File: src/rtl/condicionador_pkg.sv
// Shared state codes and helpers for the push-button conditioner and its
// 7-segment debug path.
package condicionador_pkg;

  localparam int unsigned NUM_BOTOES = 4;
  localparam int unsigned ESTADO_W   = 4;

  typedef enum logic [ESTADO_W-1:0] {
    ESPERA       = 4'd0,
    FILTRA_PRESS = 4'd1,
    PRESSIONADO  = 4'd2,
    FILTRA_SOLTA = 4'd3,
    INVALIDO     = 4'd4
  } estado_t;

  // True when exactly one button is down.
  function automatic logic eh_um_quente(input logic [NUM_BOTOES-1:0] v);
    return (v != '0) && ((v & (v - NUM_BOTOES'(1))) == '0);
  endfunction

endpackage

File: src/rtl/sincronizador_2ff.sv
// Two-flop synchronizer bringing asynchronous levels into the clock domain.
module sincronizador_2ff #(
  parameter int unsigned WIDTH = 4
) (
  input  logic             clock,
  input  logic             reset,
  input  logic [WIDTH-1:0] d,
  output logic [WIDTH-1:0] q
);

  logic [WIDTH-1:0] s1;

  always_ff @(posedge clock) begin
    if (reset) begin
      s1 <= '0;
      q  <= '0;
    end else begin
      s1 <= d;
      q  <= s1;
    end
  end

endmodule

File: src/rtl/condicionador_botoes.sv
// Debounces four push buttons, accepts single-button presses as one-cycle
// events and flags stable multi-button presses.
module condicionador_botoes
  import condicionador_pkg::*;
#(
  parameter int unsigned DEBOUNCE_CYCLES = 50000
) (
  input  logic                  clock,
  input  logic                  reset,
  input  logic                  habilita,
  input  logic [NUM_BOTOES-1:0] botoes_raw,
  output logic                  jogada_feita,
  output logic [NUM_BOTOES-1:0] botoes,
  output logic                  multipla,
  output logic [ESTADO_W-1:0]   db_estado
);

  localparam int unsigned CNT_W = $clog2(DEBOUNCE_CYCLES);
  localparam logic [CNT_W-1:0] CNT_MAX = CNT_W'(DEBOUNCE_CYCLES - 1);

  logic [NUM_BOTOES-1:0] s2;
  estado_t               state_q, state_d;
  logic [CNT_W-1:0]      cnt_q, cnt_d;
  logic [NUM_BOTOES-1:0] amostra_q, amostra_d;
  logic [NUM_BOTOES-1:0] botoes_d;
  logic                  jogada_d, multipla_d;

  sincronizador_2ff #(.WIDTH(NUM_BOTOES)) u_sync (
    .clock (clock),
    .reset (reset),
    .d     (botoes_raw),
    .q     (s2)
  );

  always_ff @(posedge clock) begin
    if (reset) begin
      state_q      <= ESPERA;
      cnt_q        <= '0;
      amostra_q    <= '0;
      botoes       <= '0;
      jogada_feita <= 1'b0;
      multipla     <= 1'b0;
    end else begin
      state_q      <= state_d;
      cnt_q        <= cnt_d;
      amostra_q    <= amostra_d;
      botoes       <= botoes_d;
      jogada_feita <= jogada_d;
      multipla     <= multipla_d;
    end
  end

  // Events are emitted on the same edge that enters PRESSIONADO/INVALIDO.
  always_comb begin
    state_d    = state_q;
    cnt_d      = cnt_q;
    amostra_d  = amostra_q;
    botoes_d   = botoes;
    jogada_d   = 1'b0;
    multipla_d = 1'b0;
    unique case (state_q)
      ESPERA: begin
        if (s2 != '0) begin
          state_d   = FILTRA_PRESS;
          amostra_d = s2;
          cnt_d     = '0;
        end
      end
      FILTRA_PRESS: begin
        if (s2 == '0) begin
          state_d = ESPERA;
        end else if (s2 != amostra_q) begin
          amostra_d = s2;
          cnt_d     = '0;
        end else if (cnt_q == CNT_MAX) begin
          if (eh_um_quente(amostra_q)) begin
            state_d = PRESSIONADO;
            if (habilita) begin
              jogada_d = 1'b1;
              botoes_d = amostra_q;
            end
          end else begin
            state_d    = INVALIDO;
            multipla_d = habilita;
          end
        end else begin
          cnt_d = cnt_q + CNT_W'(1);
        end
      end
      PRESSIONADO, INVALIDO: begin
        if (s2 == '0) begin
          state_d = FILTRA_SOLTA;
          cnt_d   = '0;
        end
      end
      FILTRA_SOLTA: begin
        if (s2 != '0) begin
          state_d = PRESSIONADO;
        end else if (cnt_q == CNT_MAX) begin
          state_d = ESPERA;
        end else begin
          cnt_d = cnt_q + CNT_W'(1);
        end
      end
      default: state_d = ESPERA;
    endcase
  end

  assign db_estado = state_q;

endmodule
File: config.mk
export PLATFORM = sky130hd
export DESIGN_NAME = condicionador_botoes
export DESIGN_NICKNAME = d
export VERILOG_FILES = /design/src/rtl/condicionador_pkg.sv /design/src/rtl/sincronizador_2ff.sv /design/src/rtl/condicionador_botoes.sv
export SDC_FILE = /design/constraint.sdc
export NUM_CORES = 1
export LEC_CHECK = 0
export ABC_CLOCK_PERIOD_IN_PS = 1880
export CORE_MARGIN = 4
export CORE_UTILIZATION = 50
export DETAILED_ROUTE_END_ITERATION = 6
export DONT_BUFFER_PORTS = 1
export GPL_ROUTABILITY_DRIVEN = 0
export MAX_ROUTING_LAYER = met4
export PLACE_DENSITY = 0.68
export SYNTH_ARGS = -nofsm -noshare
export SYNTH_HDL_FRONTEND = slang
export SYNTH_SLANG_ARGS = --single-unit
File: constraint.sdc
create_clock -name clock -period 1.88 [get_ports clock]
set_input_delay 0.282 -clock clock [delete_from_list [all_inputs] [get_ports clock]]
set_output_delay 0.282 -clock clock [all_outputs]
set_load 0.02 [all_outputs]
# Yosys cells after proc, flatten, opt, wreduce, memory -nomap -nowiden
# Cells that the tools add are included.
[totals] wordCells=66 out_inout_bits=10 inputBits=7 ff_bits=38
[classes] n_reduce_logical=15 eq_ne=14 muxes=21 bitwise=6 add_sub_neg=2
[ops] op="16-bit 2-to-1 mux" count=6
[ops] op="16-bit case mux with 4 select lines" count=1
[ops] op="4-bit 2-to-1 mux" count=10
[ops] op="16-bit by 1-bit adder with 16-bit output (second input constant)" count=1
[ops] op="16-bit equality test (second input constant)" count=1
[ops] op="4-bit case mux with 4 select lines" count=1
[ops] op="4-bit zero test" count=3
[ops] op="4-bit nonzero test" count=3
[ops] op="6-bit OR reduction" count=2
[ops] op="2-bit != test (second input constant)" count=5
[ops] op="5-bit AND reduction" count=2
[ops] op="3-bit != test (second input constant)" count=3
[ops] op="4-bit by 2-bit equality test with 1-bit output (second input constant)" count=2
[ops] op="4-bit case mux with 2 select lines" count=1
[ops] op="6-bit AND reduction" count=1
[ops] op="1-bit NOT" count=5
[ops] op="4-bit bitwise AND" count=1
[ops] op="4-bit by 1-bit equality test with 1-bit output (second input constant)" count=1
[ops] op="4-bit by 3-bit equality test with 1-bit output (second input constant)" count=1
[ops] op="4-bit != test" count=1
[ops] op="4-bit AND reduction" count=1
[ops] op="4-bit by 1-bit subtractor with 4-bit output (second input constant)" count=1
[ops] op="3-bit 2-to-1 mux" count=1
[ops] op="2-bit nonzero test" count=1
[ops] op="3 further kinds" count=3

# Longest topological paths before layout
[depth] word_depth=9 mapped_depth=7 depth_no_buf=6

# Cells and area by module
# Synthesis repeated with hierarchy kept, for this count alone.
[unflattened] hier_cells=205 area_unflattened_um2=1828.0
[modules_own_cells] mod="condicionador_botoes" area_each_um2=1617.8 seq_area_each_um2=580.6 cells_per_inst=189 instances=1
[modules_own_cells] mod="sincronizador_2ff" area_each_um2=210.2 seq_area_each_um2=160.2 cells_per_inst=16 instances=1

# Worst setup path before layout
# OpenSTA, ideal clock, no wires.
[synth_path] kind="register to register" from="register cnt_q[8]" to="register state_q[1] (netlist: db_estado[1])" t_arrival_ns=1.783 setup_slack_ns=-0.024 stages_incl_launch_ff=6 n_path_buf=0 t_required_ns=1.759 setup_time_ns=0.121 synth_period_minus_slack_ns=1.904 cell_sequence="dfxtp_1 -> nor4bb_1 -> nand4_1 -> a2111o_1 -> a21oi_1 -> mux2_2"
[synth_between] elab_chain_cells=3 word_cells_on_any_way=4 classes_between="eq/ne (3); reduce/logical (1)"
[synth_rtl] element="from (decl)" line="condicionador_botoes.sv:23" text="logic [CNT_W-1:0] cnt_q, cnt_d;"
[synth_rtl] element="from (signal assigned)" line="condicionador_botoes.sv:45" text="cnt_q <= cnt_d;"
[synth_rtl] element="16-bit equality test *" line="condicionador_botoes.sv:75, condicionador_botoes.sv:99"
[synth_rtl] element="3-bit != test (no source line)"
[synth_rtl] element="5-bit AND reduction (no source line) *"
[synth_rtl] element="to (signal assigned)" line="condicionador_botoes.sv:44" text="state_q <= state_d;"
[synth_rtl] element="to (decl)" line="condicionador_botoes.sv:22" text="estado_t state_q, state_d;"
# Mark *: on every way between the ends. The rest lies on a longest branch, timed or not.
# A chain may end at the register's enable or synchronous reset.

# Worst setup path in the final report
[layout_path] from="register u_sync.q[3]" to="register cnt_q[5]"
[layout_between] elab_chain_cells=4 word_cells_on_any_way=11 classes_between="eq/ne (5); mux (3); reduce/logical (3)"
[layout_rtl] element="from (decl)" line="sincronizador_2ff.sv:8" text="output logic [WIDTH-1:0] q"
[layout_rtl] element="from (signal assigned)" line="sincronizador_2ff.sv:16" text="q <= '0;"
[layout_rtl] element="from (signal assigned)" line="sincronizador_2ff.sv:19" text="q <= s1;"
[layout_rtl] element="4-bit != test" line="condicionador_botoes.sv:72" text="end else if (s2 != amostra_q) begin"
[layout_rtl] element="16-bit 2-to-1 mux" line="condicionador_botoes.sv:72"
[layout_rtl] element="16-bit 2-to-1 mux" line="condicionador_botoes.sv:70" text="if (s2 == '0) begin"
[layout_rtl] element="16-bit case mux with 4 select lines" line="condicionador_botoes.sv:61" text="unique case (state_q)"
# Parallel ways exist; a longest one is shown, timed or not. The select of a mux whose other input is x is not followed.

==> run_results.csv <==
group,metric,value,unit
yosys,yosys_warnings,0,
sta,min_period,1920,ps
pwr,power_density,710,mW/mm^2
setup_path,crit_type,"register to register",
detailed_routing,drtIter0Drc,132,
yosys,async_flop_share,0,%
pwr,ir_drop,0.575,mV
detailed_routing,viasPerCell,5.88,
sta,tightest_slew,566,ps
global_routing,grt_pass1_wl,7.09,mm
global_routing,antenna_found_initial,0,
yosys,synth_edf_count,0,
yosys,netlist_instances,198,
final_layout,syn_to_final_growth,29.9,%
place,dpl_worst_slack,-105,ps
yosys,ys_ff_latch,37,
yosys,synth.avg_cell_area,9.00,um^2
final_layout,final_common_cell,"buf_4",
min_path,min_path_type,"primary input to register",
flow_run,cap_violations,0,
die,die_h,67.7,um
pwr,p_leak,0.863,nW
detailed_routing,wl_per_cell,15.3,um
status,violations,"negative setup slack",
die,rows,21,
yosys,yosys_most_used_dff,"dfxtp_1",
sta,setup_viol,10,
place,dpl.hpwl,2.93,mm
clock_network,clock_path_buffers,2,
final_layout,nets,242,
sta,min_period_over_period,102,%
place,port_buffers,0,
detailed_routing,drtAntennaViolNets,0,
detailed_routing,drtPass1Iterations,6,
sta,relSlewSlack,62.1,%
global_routing,grt_max_degree,18,
clock_network,htreeDepth,2,
yosys,ys_seq_area_share,41.6,%
die,die_x,67.7,um
final_layout,utilization,68.3,%
sta,clock.fmax,521,MHz
detailed_routing,wl,4.30,mm
clock_network,clock_latency,350,ps
final_layout,diodes,0,
setup_path,r2r_slack,-40,ps
setup_path,start_kind,"register",
setup_path,arrival,2180,ps
final_layout,fillers,255,
sta,hold_violations,0,
global_routing,grt_pass1_vias,1583,
final_layout,drive_above_1_share,32.8,%
sta,rsz0062_at_grt,"yes",
setup_path,crit_fanout,6,
yosys,synthDistinctLibCells,44,
final_layout,multi_input_area,0.00110,mm^2
die,start_util,52.6,%
clock_network,cts_tree,"done",
sta,fin_ws,-39.5,ps
global_routing,track_usage,21.1,%
die,core_region_area,0.00339,mm^2
die,ios,17,
clock_network,cts.sinks,37,
detailed_routing,drcViolationCount,0,
sta,fin_skew,14.2,ps
yosys,synth_fp_nets,206,
sta,drv_slew,0,
yosys,netlist_area,0.00178,mm^2
final_layout,final_cell_mix,"35 x buf_4, 28 x nor2_1, 28 x dfxtp_1",
clock_network,cts_inserted_buffers,5,
setup_path,cp_data_required_time,2140,ps
final_layout,regArea,754,um^2
global_routing,grt_overflow,0,
setup_path,endpoint_kind,"register",
status,outcome,"finished, violations left",
clock_network,cts_root_buffer,"clkbuf_4",
die,die_area,0.00458,mm^2
detailed_routing,vias,1652,
clock_network,clkTransAtPathRegs,120,ps
-- flip-flops by register name, summed over array words and instances, names as in the netlist --
name	cells
u_sync.s1	4
botoes	4
amostra_q	4
u_sync.q	4
jogada_feita	1
db_estado	3
multipla	1
cnt_q	16
-- metrics by stage --
step	std cells	area (um^2)	hold WS, ps	power (mW)	setup TNS, ps
floorplan	198	1790	410	0.976	0
global placement	261	2000	355	1.02	-48.1
detailed placement	261	2000	357	1.03	-202
CTS	277	2210	50.4	1.62	-77.9
global route	281	2310	52.9	1.70	-1720
finish	281	2310	53.7	1.64	-172
-- routing by layer --
layer  up-vias  global-route usage (%)  routed length [um]  part of all wire [%]
met5         -                       -                   0                     0
met1       786                    26.5                1840                    43
met2        76                    32.3                2090                    49
li1        782                       -                   -                     -
met4         0                    7.85                  68                   1.6
met3         8                    5.49                 306                   7.1
-- power breakdown --
| part | total (mW) | switching [mW] | internal (mW) | leakage (nW) |
|---|---|---|---|---|
| Clock | 0.567 | 0.286 | 0.281 | 0.0414 |
| Combinational | 0.255 | 0.137 | 0.118 | 0.517 |
| Sequential | 0.823 | 0.0206 | 0.802 | 0.305 |
| Total | 1.64 | 0.443 | 1.20 | 0.863 |
-- critical path, stage by stage (launching register included) --
cell and delay (ps):
dfxtp_4 380, or4_4 590, nor3_4 310, o21ai_4 130, o32a_1 370, o31ai_2 70
-- cell families (layout without fill, tap and decap cells) --
| logic type | after synthesis | count (layout) | synth area share (%) |
|---|---|---|---|
| XOR/XNOR | 17 | 17 | 8.36 |
| buffers and inverters | 15 | 52 | 3.93 |
| flip-flops | 37 | 37 | 41.6 |
| AO/OA/AOI/OAI | 41 | 41 | 15.6 |
| other | 1 | 1 | 0.210 |
| multiplexers | 6 | 6 | 3.44 |
| AND/OR/NAND/NOR | 80 | 80 | 26.2 |
| adder cells (fa/ha/maj) | 1 | 1 | 0.702 |
-- timing repair --
action | CTS | global route
gates cloned | 0 | 1
hold buffers | 2 | 0
buffers inserted | 6 | 3
pin swaps | 5 | 9
hold endpoints to repair | 17 | 0
setup endpoints to repair | 10 | 22
resized for setup | 15 | 18
-- synthesized netlist by cell type (all sizes together), types with 2 or more instances --
master / count / area (um^2)
o31ai: 3 / 22.5
nor2b: 8 / 50.1
o2111ai: 5 / 43.8
xnor2: 2 / 17.5
or3: 2 / 12.5
nor4: 4 / 46.3
clkbuf: 5 / 18.8
mux2i: 5 / 50.1
buf: 4 / 28.8
dfxtp: 37 / 741
and4: 2 / 17.5
xor2: 15 / 131
nand3: 9 / 45.0
nor4bb: 2 / 20.0
a21oi: 12 / 60.1
inv: 6 / 22.5
nor2: 28 / 105
o21ai: 10 / 53.8
and3: 3 / 18.8
nor3: 4 / 25.0
nor4b: 4 / 35.0
o211ai: 6 / 45.0
nand4: 4 / 25.0
nand2b: 3 / 18.8
nand2: 2 / 7.51
-- cell type report --
cell class | count | area share, %
Inverter | 6 | 0.973
Clock inverter | 3 | 2.00
Timing Repair Buffer | 38 | 12.7
Clock buffer | 5 | 1.62
Sequential cell | 37 | 32.6
Multi-Input combinational cell | 146 | 47.6
Tap cell | 46 | 2.49
-- path summary, 6_finish.rpt --
kind	from	to	depth (start not counted)
hold reg to reg	u_sync.s1[3]	u_sync.q[3]	1
setup reg to reg	u_sync.q[3]	cnt_q[5]	5
setup / recovery	u_sync.q[3]	cnt_q[5]	5
hold / removal	botoes_raw[2]	u_sync.s1[2]	1
(Power assumes the default switching activity.)
